--- config.mk ---
export PLATFORM = sky130hd
export DESIGN_NAME = cla_sum_pipe_flat
export DESIGN_NICKNAME = d
export VERILOG_FILES = /design/src/rtl/cla_sum_pipe_if.sv /design/src/rtl/cla_sum_pipe.sv /design/src/flat_wrapper.sv
export SDC_FILE = /design/constraint.sdc
export NUM_CORES = 1
export LEC_CHECK = 0
export CAP_MARGIN = 15
export CORE_AREA = 2 2 153 117
export DETAILED_ROUTE_END_ITERATION = 12
export DIE_AREA = 0 0 155 119
export GPL_TIMING_DRIVEN = 0
export PLACE_DENSITY = 0.84
export RECOVER_POWER = 25
export REMOVE_ABC_BUFFERS = 1
export SLEW_MARGIN = 30
export SYNTH_ARGS = -nofsm -noshare
export SYNTH_HDL_FRONTEND = slang
export SYNTH_SLANG_ARGS = --single-unit
--- constraint.sdc ---
create_clock -name clk -period 3.2 [get_ports clk]
set_clock_uncertainty 0.05 [all_clocks]
set_input_delay 0.64 -clock clk [delete_from_list [all_inputs] [get_ports clk]]
set_output_delay 0.64 -clock clk [all_outputs]
set_load 0.02 [all_outputs]
--- src/rtl/cla_sum_pipe_if.sv ---
// Stream interface between the P/G front end, the carry-resolve pipeline and the ALU result mux.
// A beat moves on a rising clk edge exactly when valid && ready; the producer holds valid and data until then.
interface cla_sum_pipe_if #(
  parameter int WIDTH = 32
);
  logic             in_valid;
  logic             in_ready;
  logic [WIDTH-1:0] P;
  logic [WIDTH-1:0] G;
  logic             cin;
  logic             out_valid;
  logic             out_ready;
  logic [WIDTH-1:0] S;
  logic             cout;
  logic             ovf;

  modport master (
    output in_valid, P, G, cin, out_ready,
    input  in_ready, out_valid, S, cout, ovf
  );

  modport slave (
    input  in_valid, P, G, cin, out_ready,
    output in_ready, out_valid, S, cout, ovf
  );
endinterface

--- src/rtl/cla_sum_pipe.sv ---
// Pipelined carry resolver: one SLICE-bit lookahead group per stage, carries ripple stage to stage.
// Registered sum/cout/ovf; per-stage ready so bubbles collapse and the pipe holds NSTG+1 beats.
module cla_sum_pipe #(
  parameter int WIDTH = 32,
  parameter int SLICE = 8
) (
  input logic           clk,
  input logic           rst_n,
  cla_sum_pipe_if.slave bus
);
  localparam int NSTG = WIDTH / SLICE;

  logic [NSTG-1:0]  vld_q;
  logic [NSTG-1:0]  cy_q;
  logic [WIDTH-1:0] p_q [NSTG];
  logic [WIDTH-1:0] g_q [NSTG];
  logic [WIDTH-1:0] s_q [NSTG];

  logic             out_valid_q;
  logic [WIDTH-1:0] s_out_q;
  logic             cout_q;
  logic             ovf_q;

  logic [NSTG:0]    rdy;
  logic [SLICE:0]   cv    [NSTG];
  logic [WIDTH-1:0] s_res [NSTG];

  // Flat sum-of-products lookahead: every c[i+1] is built directly from c0, G and P,
  // never from the previous carry, so depth stays two-level across the slice.
  function automatic logic [SLICE:0] lookahead(input logic [SLICE-1:0] p,
                                               input logic [SLICE-1:0] g,
                                               input logic             c0);
    logic [SLICE:0] c;
    logic           t;
    logic           acc;
    c    = '0;
    c[0] = c0;
    for (int i = 0; i < SLICE; i++) begin
      t = c0;
      for (int m = 0; m <= i; m++) t = t & p[m];
      acc = t;
      for (int j = 0; j <= i; j++) begin
        t = g[j];
        for (int m = j + 1; m <= i; m++) t = t & p[m];
        acc = acc | t;
      end
      c[i+1] = acc;
    end
    return c;
  endfunction

  // ready_k reduces to: output can take data, or some stage at or after k is empty.
  always_comb begin
    logic full;
    rdy = '0;
    rdy[NSTG] = !out_valid_q || bus.out_ready;
    for (int k = 0; k < NSTG; k++) begin
      full = 1'b1;
      for (int j = k; j < NSTG; j++) full = full & vld_q[j];
      rdy[k] = rdy[NSTG] || !full;
    end
  end

  always_comb begin
    for (int k = 0; k < NSTG; k++) begin
      cv[k]    = lookahead(p_q[k][k*SLICE +: SLICE], g_q[k][k*SLICE +: SLICE], cy_q[k]);
      s_res[k] = s_q[k];
      s_res[k][k*SLICE +: SLICE] = p_q[k][k*SLICE +: SLICE] ^ cv[k][SLICE-1:0];
    end
  end

  always_ff @(posedge clk or negedge rst_n) begin
    if (!rst_n) begin
      vld_q       <= '0;
      cy_q        <= '0;
      for (int k = 0; k < NSTG; k++) begin
        p_q[k] <= '0;
        g_q[k] <= '0;
        s_q[k] <= '0;
      end
      out_valid_q <= 1'b0;
      s_out_q     <= '0;
      cout_q      <= 1'b0;
      ovf_q       <= 1'b0;
    end else begin
      if (rdy[0]) begin
        vld_q[0] <= bus.in_valid;
        if (bus.in_valid) begin
          p_q[0]  <= bus.P;
          g_q[0]  <= bus.G;
          s_q[0]  <= '0;
          cy_q[0] <= bus.cin;
        end
      end
      for (int k = 1; k < NSTG; k++) begin
        if (rdy[k]) begin
          vld_q[k] <= vld_q[k-1];
          if (vld_q[k-1]) begin
            p_q[k]  <= p_q[k-1];
            g_q[k]  <= g_q[k-1];
            s_q[k]  <= s_res[k-1];
            cy_q[k] <= cv[k-1][SLICE];
          end
        end
      end
      // Carry into the MSB is the last slice's internal carry at position SLICE-1.
      if (rdy[NSTG]) begin
        out_valid_q <= vld_q[NSTG-1];
        if (vld_q[NSTG-1]) begin
          s_out_q <= s_res[NSTG-1];
          cout_q  <= cv[NSTG-1][SLICE];
          ovf_q   <= cv[NSTG-1][SLICE-1] ^ cv[NSTG-1][SLICE];
        end
      end
    end
  end

  assign bus.in_ready  = rdy[0];
  assign bus.out_valid = out_valid_q;
  assign bus.S         = s_out_q;
  assign bus.cout      = cout_q;
  assign bus.ovf       = ovf_q;
endmodule
--- src/flat_wrapper.sv ---
// flat-port wrapper written by rule: the top's interface ports become plain ports
module cla_sum_pipe_flat 
#(
  parameter int WIDTH = 32,
  parameter int SLICE = 8
)
  (clk, rst_n, bus_in_valid, bus_P, bus_G, bus_cin, bus_out_ready, bus_in_ready, bus_out_valid, bus_S, bus_cout, bus_ovf);
  cla_sum_pipe_if #(.WIDTH(WIDTH)) bus_i ();
  input logic clk;
  input logic rst_n;
  input wire logic [$bits(bus_i.in_valid)-1:0] bus_in_valid;
  input wire logic [$bits(bus_i.P)-1:0] bus_P;
  input wire logic [$bits(bus_i.G)-1:0] bus_G;
  input wire logic [$bits(bus_i.cin)-1:0] bus_cin;
  input wire logic [$bits(bus_i.out_ready)-1:0] bus_out_ready;
  output wire logic [$bits(bus_i.in_ready)-1:0] bus_in_ready;
  output wire logic [$bits(bus_i.out_valid)-1:0] bus_out_valid;
  output wire logic [$bits(bus_i.S)-1:0] bus_S;
  output wire logic [$bits(bus_i.cout)-1:0] bus_cout;
  output wire logic [$bits(bus_i.ovf)-1:0] bus_ovf;
  assign bus_i.in_valid = bus_in_valid;
  assign bus_i.P = bus_P;
  assign bus_i.G = bus_G;
  assign bus_i.cin = bus_cin;
  assign bus_i.out_ready = bus_out_ready;
  assign bus_in_ready = bus_i.in_ready;
  assign bus_out_valid = bus_i.out_valid;
  assign bus_S = bus_i.S;
  assign bus_cout = bus_i.cout;
  assign bus_ovf = bus_i.ovf;
  cla_sum_pipe #(.WIDTH(WIDTH), .SLICE(SLICE)) u_core (.clk(clk), .rst_n(rst_n), .bus(bus_i));
endmodule
Yosys cells after proc, flatten, opt, wreduce, memory -nomap -nowiden
Cells that the tools add are included.
- output and inout bits: 36
- register bits: 347
- memories kept: 0
- logic and storage cells: 337
- RAM bits: 0
- ROM bits: 0
- latch bits: 0
- order comparisons: 0
- div/mod/pow operators: 0
- bitwise operators: 299
- shifts and indexed selects: 0
- mux-type cells: 0
- add/subtract/negate cells: 0
- multipliers: 0
- equal/unequal tests: 0
- reduce and logical (&&, ||, !) cells: 15
- operators by type and width (kind ; count):
    bitwise AND 1 bit ; 150
    OR 1 bit ; 144
    XOR 8 bit ; 4
    AND reduction 2 bit ; 5
    zero test 1 bit ; 5
    logical OR 1 bit ; 5
    XOR 1 bit ; 1

Longest topological paths before layout
Gate-level depths: netlist of the first run.
- depth in word-level cells: 17
- depth in mapped cells: 7
- gate-level depth less buffers: 6

Worst setup path before layout of the first run
No wires, ideal clock.
- path type: input port to flip-flop
- from: input bus_out_ready
- to: register u_core.p_q[117] (netlist bit)
- arrival: 1.917 ns
- library setup time: 0.125 ns
- slack: 1.108 ns
- stages: 7
- buffers on the path: 2
- cells stage by stage: nor2b_4 nand4_2 or2_4 and2_4 buf_8 buf_8 mux2_4
- longest elaborated chain between the ends: 3
- ends and longest elaborated chain (item ; line ; text):
    start: declaration ; flat_wrapper.sv:15 ; input wire logic [$bits(bus_i.out_ready)-1:0] bus_out_ready;
    logical OR 1 bit ; cla_sum_pipe.sv:56 ; rdy[NSTG] = !out_valid_q || bus.out_ready;
    logical OR 1 bit ; cla_sum_pipe.sv:60 ; rdy[k] = rdy[NSTG] || !full;
    net bus_in_ready ; flat_wrapper.sv:16 ; output wire logic [$bits(bus_i.in_ready)-1:0] bus_in_ready;
    AND reduction 2 bit (no source line) ; -- ;
    end signal: indexed assignment ; cla_sum_pipe.sv:99 ; p_q[k] <= p_q[k-1];
    end: declaration ; cla_sum_pipe.sv:15 ; logic [WIDTH-1:0] p_q [NSTG];
The timed path passes the listed nets, and every way through them passes these cells.
A chain may end at the register's enable or synchronous reset.

Final worst setup path of the first run
- from: input bus_out_ready
- to: output bus_in_ready
- longest elaborated chain between the ends: 2
- ends and longest elaborated chain (item ; line):
    logical OR 1 bit ; cla_sum_pipe.sv:56
    logical OR 1 bit ; cla_sum_pipe.sv:60
    end: declaration ; flat_wrapper.sv:16
Every way passes these cells.

==> results of run 1 <==
where the power goes:
part | total [mW] | switching, mW | leakage, nW | internal, mW
combinational | 2.96 | 1.27 | 1.97 | 1.68
sequential | 5.08 | 0.782 | 2.95 | 4.29
clock | 2.78 | 1.13 | 0.385 | 1.65
total | 10.8 | 3.18 | 5.31 | 7.63
layer usage:
| metal | vias to the layer above | track usage |
|---|---|---|
| met4 | 0 | 0.0538 |
| met2 | 146 | 0.341 |
| met5 | - | 0 |
| li1 | 2622 | - |
| met1 | 2932 | 0.297 |
| met3 | 25 | 0.0411 |
Yosys cell counts, drive strengths merged:
cell type / count
nor3: 6
xnor2: 7
a21oi: 15
and3: 2
a31oi: 4
nor4: 1
a22o: 1
o31ai: 12
a221o: 1
o211ai: 4
or2b: 1
a211o: 2
nand2: 40
a221oi: 1
a311oi: 2
a21boi: 3
clkbuf: 10
nand2b: 5
nor2: 11
o21a: 8
xor2: 7
buf: 18
dfrtp: 251
inv: 2
or2: 5
nor2b: 1
ha: 4
and4: 1
nand3: 2
and2: 1
a21o: 1
a211oi: 4
or3: 2
o21ai: 19
mux2: 214
o41ai: 2
nand4: 3
sequential cells by signal (all words and copies together), names as in the netlist:
name	flops
u_core.bus.cout	1
u_core.bus.S	32
u_core.s_q	48
u_core.cy_q	4
u_core.vld_q	4
u_core.g_q	80
u_core.bus.ovf	1
u_core.p_q	80
u_core.bus.out_valid	1
area by class of cell:
cell class	instances	area (sq um)
clock inverter	4	45.0
inverter	2	7.51
timing repair buffer	111	1190
sequential	251	6280
clock buffer	38	734
tap	220	275
fill	1107	4970
multi-input combinational	392	3690
final timing paths:
kind / start / end / slack (ns) / cells past startpoint
setup / recovery: bus_out_ready / bus_in_ready / 0.14 / 5
hold / removal: u_core.s_q[69]$_DFFE_PN0P_ / u_core.s_q[69]$_DFFE_PN0P_ / 0.42 / 2
setup reg to reg: u_core.bus.out_valid$_DFFE_PN0P_ / u_core.bus.S[24]$_DFFE_PN0P_ / 0.63 / 3
hold reg to reg: u_core.s_q[69]$_DFFE_PN0P_ / u_core.s_q[69]$_DFFE_PN0P_ / 0.42 / 2
max in group asynchronous: rst_n / u_core.p_q[78]$_DFFE_PN0P_ / 0.60 / 5
min in group asynchronous: rst_n / u_core.g_q[121]$_DFFE_PN0P_ / 0.53 / 2
cells by family (layout without fill, tap and decap cells):
family,after synthesis,after routing
flip-flops,251,251
multiplexers,214,214
AND/OR/NAND/NOR,81,81
AO/OA/AOI/OAI,79,79
buffers and inverters,30,155
XOR/XNOR,14,14
adder cells (fa/ha/maj),4,4
tightest hold or removal path, delay by kind of cell, from the launching register on:
kind             cells  cell delay (ns)
AO/OA/AOI/OAI        1             0.06
flip-flops           1             0.34
AND/OR/NAND/NOR      1             0.04
through the flow:
step | cells | hold slack, ns
CTS | 1018 | 0.426
detailed placement | 975 | 0.412
floorplan | 645 | 0.294
finish | 1018 | 0.425
global placement | 969 | 0.407
global route | 1018 | 0.454
repair_timing:
item	in CTS	in global routing
endpoints found under the hold margin	28	0
setup endpoints to repair	0	0
hold buffers	1	0
setup buffers	0	0
cell usage in the layout, fill, tap and decap left out, types with 2 or more instances in the layout:
master           synthesis  final
o31ai_1                 12     12
clkbuf_1                10      7
or3_1                    2      2
o41ai_1                  2      2
nand2_4                  0      2
xor2_1                   7      7
a211oi_1                 4      4
nand2_1                 40     38
nand2b_1                 5      5
a21oi_1                 15     15
xnor2_1                  7      7
a21boi_0                 3      3
nor3_1                   6      6
clkbuf_8                 0      6
nand3_1                  2      2
nand4_1                  2      3
o21a_1                   8      8
o21ai_0                 19     19
nor2_1                  11     11
mux2_4                  50     50
or2_2                    4      4
buf_16                   0      3
clkinv_2                 0      3
clkbuf_16                0     25
a31oi_1                  4      4
a311oi_1                 2      2
buf_12                   4      2
inv_1                    2      2
clkdlybuf4s50_1          0    103
ha_1                     4      4
dfrtp_1                251    251
a211o_1                  2      2
and3_1                   2      2
mux2_2                 164    164
o211ai_1                 4      4
==> results_dict.tcl, run 1 <==
set metrics [dict create \
    core_sq_um 17200 \
    place_area_sq_um 11500 \
    tightest_slew_ns 1.81 \
    vias 5725 \
    endpoint_kind "output pin" \
    syn-instance-count 673 \
    final_nets 855 \
    drt_first_pass_iters 4 \
    cts_root_buffer "clkbuf_16" \
    synth_top_family_by_area "multiplexers" \
    gp_congestion 0.780 \
    viasPerCell 5.62 \
    synthSimpleGateAreaFrac 0.0385 \
    fin_ws_ns 0.143 \
    yosysTopAreaCell "dfrtp_1" \
    max-vdd-ir-drop_v 0.000530 \
    crit_family "buffers and inverters" \
    rsz0062_at_grt "false" \
    met2_length_microns 8780 \
    synthTopCellsByArea "dfrtp_1 62%, mux2_2 18%, mux2_4 7.4%" \
    syn_area_sq_um 10200 \
    antenna_found_initial 0 \
    dpl_worst_slack_ns 0.164 \
    layout-drive-gt1-share 0.332 \
    areaGrowthSynthToFinish_pct 20.1 \
    row_count 42 \
    design_area_sq_um 12200 \
    synthAdderAreaFrac 0.00492 \
    die_area_sq_um 18400 \
    status "complete, but fails checks" \
    fin_crit_sh 0.955 \
    final.min_clock_period_ns 3.06 \
    finalWirelength_microns 18800 \
    grt.overflow.total 0 \
    grt_pass1_vias 6176 \
    worstPathMaxFanout 4 \
    synth-compound-area-share 0.0507 \
    syn_avg_cell_area_sq_um 15.1 \
    slew_headroom -0.208 \
    place_hpwl_microns 12000 \
    cts.path.max_buffers 3 \
    critPathLaunchType "input pin" \
    hold_viol 0 \
    fmax_mhz 327 \
    cp.required_ns 2.51 \
    cap_viol_max_count 1 \
    drv_slew 43 \
    setup_viol 0 \
    numCtsBuffers 24 \
    drc_errors 0 \
    grt_max_degree 85 \
    die_y_microns 119 \
    synth.top_cell.area_share 0.617 \
    synth_xor_xnor_area_share 0.0121 \
    start_util 0.592 \
    leakage_nw 5.31 \
    place.port_buffers 104 \
    failed_checks "capacitance limit, slew limit" \
    criticalPathCategory "in -> out" \
    power_density_nw_per_um2 885 \
    drtIter0Drc 256 \
    insertion_delay_ns 0.51 \
    cts_resized 0 \
    wl_per_cell_microns 18.4 \
    cts.clk_slew.worst_paths_ns 0.06 \
    arrival_ns 2.37 \
    hp-class "reg -> reg" \
    fin_util 0.711 \
    die_w_microns 155 \
    synthMuxAreaShare 0.255 \
    crit_buf_inv 2 \
    ys_warn_count 0 \
    cp_slowest_cell "clkdlybuf4s50_1" \
    postRouteAntennaNets 0 \
    tritoncts "done" \
    crit_path_max_incr_delay_ns 0.54 \
    grt_pass1_wl_microns 31200 \
    htreeDepth 1 \
    setup_tns_ns 0 \
    num_io_pins 105 \
    synth-seq-cells 251 \
    top_layer "met4" \
    wl_met1_microns 8580 \
    synth.distinct_cells 43 \
    power.total_mw 10.8 \
    wl_met3_microns 1010 \
    antennaDiodeCount 0 \
    crit_top_cell "clkdlybuf4s50_1" \
    cp_cell_sequence "clkdlybuf4s50_1, nor2b_4, nand4_1, or2_4, clkdlybuf4s50_1" \
    cts_sinks 251 \
    ys_seq_area_frac 0.617 \
    grt_usage 0.210 \
]
Note: power is estimated with default switching activity, not from simulation.
==> run 2, diff against run 1 <==
ABC_AREA = 1   (was not set)
CORE_AREA = 2 2 159 122   (was 2 2 153 117)
DIE_AREA = 0 0 161 124   (was 0 0 155 119)
PLACE_DENSITY = 0.79   (was 0.84)
clock period = 2.93 ns   (was 3.2 ns; I/O delays follow)
==> results_dict.tcl, run 2 <==
set metrics [dict create \
    core_sq_um 18300 \
    reg_top3 "u_core.g_q: 80 flops, u_core.p_q: 80 flops, u_core.s_q: 48 flops" \
    insertion_delay_ns 0.51 \
    die_area_sq_um 20000 \
    areaGrowthSynthToFinish_pct 22.2 \
    status "completed" \
    tritoncts "done" \
    synth.top_cell.area_share 0.604 \
    placedCellCount 1395 \
    antennaDiodeCount 0 \
    cts_sinks 251 \
    synth-seq-cells 251 \
    synth_top_family_by_area "simple AND/OR/NAND/NOR gates" \
    fin_crit_sh 0.966 \
    synth-compound-area-share 0.0617 \
    cts.path.max_buffers 3 \
    gp_congestion 0.821 \
    synthMuxAreaShare 0.0661 \
    cts.clk_slew.worst_paths_ns 0.06 \
    wl_per_cell_microns 14.4 \
    numCtsBuffers 24 \
    final_cell_mix "391 x nand2_1, 251 x dfrtp_1, 102 x clkdlybuf4s50_1" \
    ys_warn_count 0 \
    num_io_pins 105 \
    die_y_microns 124 \
    htreeDepth 1 \
    fin_util 0.694 \
    max-vdd-ir-drop_v 0.000426 \
    synthSimpleGateAreaFrac 0.200 \
    postRouteAntennaNets 0 \
    synth_edf_count 0 \
    start_util 0.568 \
    post_cts_buffers 0 \
    grt_pass1_vias 7266 \
    power.share.combinational 0.278 \
    yosys-top-cells-count "392 x nand2_1, 251 x dfrtp_1, 96 x o21ai_0" \
    swShare 0.325 \
    drc_errors 0 \
    arrival_ns 2.19 \
    ys_seq_area_frac 0.604 \
    holdWs_ns 0.418 \
    final_common_cell "nand2_1" \
    cp.required_ns 2.29 \
    place_hpwl_microns 13500 \
    final_cells 1440 \
    layout-drive-gt1-share 0.112 \
    synth_xor_xnor_area_share 0.00506 \
    endpoint_kind "output pin" \
    finalWirelength_microns 20700 \
    slew_headroom 0.408 \
    vias 7447 \
    power.total_mw 12.6 \
    cts_root_buffer "clkbuf_16" \
    synthAdderAreaFrac 0.00481 \
    synthTopCellsByArea "dfrtp_1 60%, nand2_1 14%, o21ai_0 4.6%" \
    antenna_found_initial 0 \
    yosysTopAreaCell "dfrtp_1" \
    row_count 43 \
    critPathLaunchType "input pin" \
    synth-main-ff-cell "dfrtp_1" \
    cap_viol_max_count 0 \
    syn-instance-count 1087 \
    tightest_slew_ns 0.886 \
    drv_slew 0 \
    p_int_mw 8.53 \
    setup_viol 0 \
    ys_async_sr_fraction 1.00 \
    drtIter0Drc 393 \
    p_sw_mw 4.11 \
    grt.overflow.total 0 \
    synth.distinct_cells 30 \
    syn_area_sq_um 10400 \
    final.min_clock_period_ns 2.83 \
    worstPathMaxFanout 3 \
    power_density_nw_per_um2 995 \
    viasPerCell 5.17 \
    hold_viol 0 \
    hp-class "reg -> reg" \
    die_w_microns 161 \
    leakage_nw 6.15 \
    criticalPathCategory "in -> out" \
    grt_usage 0.216 \
    grt_pass1_wl_microns 34900 \
    yosysMostFrequentCell "nand2_1" \
    syn_avg_cell_area_sq_um 9.56 \
    drt_first_pass_iters 4 \
    place.port_buffers 104 \
    grt_max_degree 77 \
    fmax_mhz 353 \
    power_frac_seq 0.434 \
    clkPwrFrac 0.288 \
    final_nets 1248 \
]
==> run 2: cell types whose count changed in the layout (fill, tap and decap cells not counted), sizes merged, moves of 6 or more <==
| cell | previous run | this run |
|---|---|---|
| bufinv | 1 | 8 |
| o21a | 8 | 0 |
| nand3 | 2 | 40 |
| o22ai | 0 | 6 |
| clkbuf | 39 | 29 |
| nand2 | 40 | 394 |
| nor2 | 11 | 56 |
| o21ai | 19 | 96 |
| mux2 | 214 | 55 |
| o31ai | 12 | 3 |
| inv | 2 | 83 |
| nand4 | 3 | 20 |
==> run 2: layout make-up <==
class / instances / area [sq um]
clock buffer: 29 / 671
timing repair buffer: 114 / 1290
multi-input combinational: 700 / 3550
inverter: 84 / 317
tap: 247 / 309
clock inverter: 15 / 280
fill: 1410 / 5590
sequential: 251 / 6280
==> run 2: cell families (layout without fill, tap and decap cells) <==
kind of cell	after synthesis	count (layout)
XOR/XNOR	6	6
flip-flops	251	251
adder cells (fa/ha/maj)	4	4
buffers and inverters	136	242
AO/OA/AOI/OAI	118	118
AND/OR/NAND/NOR	517	517
multiplexers	55	55
==> run 2: worst max-delay path: stages <==
cell	delay, ns
clkdlybuf4s50_1	0.45
nor2_4	0.16
inv_2	0.05
nor2_2	0.08
inv_2	0.07
nor2_4	0.12
inv_2	0.08
nor2_4	0.12
nand2_2	0.13
dlygate4sd2_1	0.34
==> run 2: path summary, 6_finish.rpt <==
| kind | cells after the start | startpoint | endpoint | slack (ns) |
|---|---|---|---|---|
| worst max-delay path | 10 | bus_out_ready | bus_in_ready | 0.10 |
| worst min-delay path | 2 | u_core.p_q[56]$_DFFE_PN0P_ | u_core.p_q[24]$_DFFE_PN0P_ | 0.42 |
| worst max register to register | 12 | u_core.bus.out_valid$_DFFE_PN0P_ | u_core.g_q[60]$_DFFE_PN0P_ | 0.44 |
| worst min register to register | 2 | u_core.p_q[56]$_DFFE_PN0P_ | u_core.p_q[24]$_DFFE_PN0P_ | 0.42 |
| max in group asynchronous | 5 | rst_n | u_core.p_q[52]$_DFFE_PN0P_ | 0.96 |
| min in group asynchronous | 2 | rst_n | u_core.bus.S[12]$_DFFE_PN0P_ | 0.49 |
==> run 2: stage by stage <==
step | instance area [sq um] | setup WS [ns] | TNS (ns)
after CTS | 12700 | 0.0639 | 0
final | 12700 | 0.100 | 0
after detailed placement | 11700 | -0.186 | -7.30
after global routing | 12700 | -0.000348 | -0.000348
after floorplan | 10100 | -1.34 | -45.82
after global placement | 11500 | -9.24 | -2680.36
==> run 2: repair_timing <==
action,in CTS,in global routing
gates resized for setup,1,1
endpoints found under the hold margin,37,0
hold buffers,1,0
endpoints found under the setup margin,1,1
==> run 2: routing by layer <==
| metal | share of wire | up-vias | track usage |
|---|---|---|---|
| li1 | - | 3631 | - |
| met1 | 0.46 | 3618 | 0.299 |
| met2 | 0.48 | 163 | 0.366 |
| met3 | 0.047 | 35 | 0.0373 |
| met4 | 0.020 | 0 | 0.0491 |
| met5 | 0 | - | 0 |
==> run 2: power by group through the flow <==
| stage | Combinational, mW | Sequential, mW | Clock, mW |
|---|---|---|---|
| finish | 3.51 | 5.48 | 3.64 |
| global route | 4.00 | 5.64 | 3.84 |
| CTS | 3.56 | 5.48 | 3.70 |
| detailed placement | 3.53 | 5.52 | 0 |
| global placement | 3.27 | 5.48 | 0 |
| floorplan | 1.95 | 5.61 | 0 |
==> run 3, diff against run 2 <==
CAP_MARGIN = 30   (was 15)
==> results_dict.tcl, run 3 (same netlist as run 2, synthesis figures left out) <==
set metrics [dict create \
    drtIter0Drc 434 \
    die_area_sq_um 20000 \
    core_sq_um 18300 \
    areaGrowthSynthToFinish_pct 22.2 \
    reg_top3 "u_core.g_q: 80 flops, u_core.p_q: 80 flops, u_core.s_q: 48 flops" \
    tritoncts "done" \
    slew_headroom 0.408 \
    grt_pass1_vias 7259 \
    setup_tns_ns 0 \
    power_density_nw_per_um2 995 \
    cts_root_buffer "clkbuf_16" \
    numCtsBuffers 24 \
    antennaDiodeCount 0 \
    arrival_ns 2.19 \
    fmax_mhz 353 \
    grt_usage 0.216 \
    leakage_nw 6.15 \
    setup_viol 0 \
    criticalPathCategory "in -> out" \
    cap_viol_max_count 0 \
    viasPerCell 5.17 \
    hp-class "reg -> reg" \
    grt_max_degree 77 \
    postRouteAntennaNets 0 \
    endpoint_kind "output pin" \
    cts.clk_slew.worst_paths_ns 0.06 \
    place.port_buffers 104 \
    cts.path.max_buffers 3 \
    finalWirelength_microns 20700 \
    hold_viol 0 \
    vias 7448 \
    drv_slew 0 \
    gp_congestion 0.821 \
    antenna_found_initial 0 \
    max-vdd-ir-drop_v 0.000426 \
    final_nets 1248 \
    die_w_microns 161 \
    cp_cell_sequence "clkdlybuf4s50_1, nor2_4, inv_2, nor2_2, inv_2, nor2_4, inv_2, nor2_4, nand2_2, dlygate4sd2_1" \
    insertion_delay_ns 0.51 \
    cts_sinks 251 \
    grt.overflow.total 0 \
    grt_pass1_wl_microns 34800 \
    place_area_sq_um 11700 \
    cp_slowest_cell "clkdlybuf4s50_1" \
    final.min_clock_period_ns 2.83 \
    drt_first_pass_iters 5 \
    status "completed" \
    wl_per_cell_microns 14.4 \
    htreeDepth 1 \
    worstPathMaxFanout 3 \
    critPathLaunchType "input pin" \
    start_util 0.568 \
    drc_errors 0 \
    layout-drive-gt1-share 0.112 \
    row_count 43 \
    fin_crit_sh 0.966 \
    tightest_slew_ns 0.886 \
    fin_util 0.694 \
    final_common_cell "nand2_1" \
    final_cell_mix "391 x nand2_1, 251 x dfrtp_1, 102 x clkdlybuf4s50_1" \
    place_hpwl_microns 13500 \
    design_area_sq_um 12700 \
    num_io_pins 105 \
    cp.required_ns 2.29 \
    die_y_microns 124 \
    crit_path_max_incr_delay_ns 0.45 \
]
## run 3: cell counts in the layout (fill, tap and decap cells not counted)
No cell type changed its count.
## run 3: path summary, 6_finish.rpt
path	slack (ns)	to	startpoint	depth (start not counted)
hold reg to reg	0.42	u_core.p_q[24]$_DFFE_PN0P_	u_core.p_q[56]$_DFFE_PN0P_	2
min in group asynchronous	0.49	u_core.bus.S[12]$_DFFE_PN0P_	rst_n	2
setup / recovery	0.10	bus_in_ready	bus_out_ready	10
max in group asynchronous	0.95	u_core.p_q[86]$_DFFE_PN0P_	rst_n	5
hold / removal	0.42	u_core.p_q[24]$_DFFE_PN0P_	u_core.p_q[56]$_DFFE_PN0P_	2
setup reg to reg	0.43	u_core.g_q[60]$_DFFE_PN0P_	u_core.bus.out_valid$_DFFE_PN0P_	12
## run 3: worst max-delay path: cells and delay by family
family | cells | cell delay, ns
buffers and inverters | 5 | 0.99
AND/OR/NAND/NOR | 5 | 0.61
## run 3: routing by layer
| metal | global-route usage | routed length [microns] |
|---|---|---|
| met4 | 0.0513 | 427 |
| met2 | 0.367 | 9820 |
| met3 | 0.0376 | 902 |
| met5 | 0 | 0 |
| met1 | 0.296 | 9540 |
## run 3: final cells by class
type                       instances  area (sq um)
fill                            1410          5590
tap                              247           309
multi-input combinational        700          3550
clock buffer                      29           671
inverter                          84           317
timing repair buffer             114          1290
clock inverter                    15           280
sequential                       251          6280
## run 3: stage by stage
| stage | std cells | total power [mW] | setup slack, ns | hold slack (ns) |
|---|---|---|---|---|
| after floorplan | 1035 | 7.56 | -1.34 | 0.240 |
| after global placement | 1386 | 8.75 | -9.24 | 0.402 |
| after detailed placement | 1395 | 9.04 | -0.184 | 0.408 |
| after CTS | 1440 | 12.7 | 0.0639 | 0.421 |
| after global routing | 1440 | 13.5 | -0.000348 | 0.438 |
| final | 1440 | 12.6 | 0.100 | 0.419 |
## run 3: timing repair
action / 4_1_cts / 5_1_grt
hold endpoints to repair: 37 / 0
setup buffers: 0 / 0
gates resized for setup: 1 / 1
hold buffers: 1 / 0
setup endpoints to repair: 1 / 1
pin swaps: 0 / 0
## run 3: power breakdown
part | total (mW) | internal (mW) | switching [mW]
clock | 3.64 | 2.34 | 1.31
sequential | 5.49 | 4.71 | 0.771
combinational | 3.51 | 1.48 | 2.03
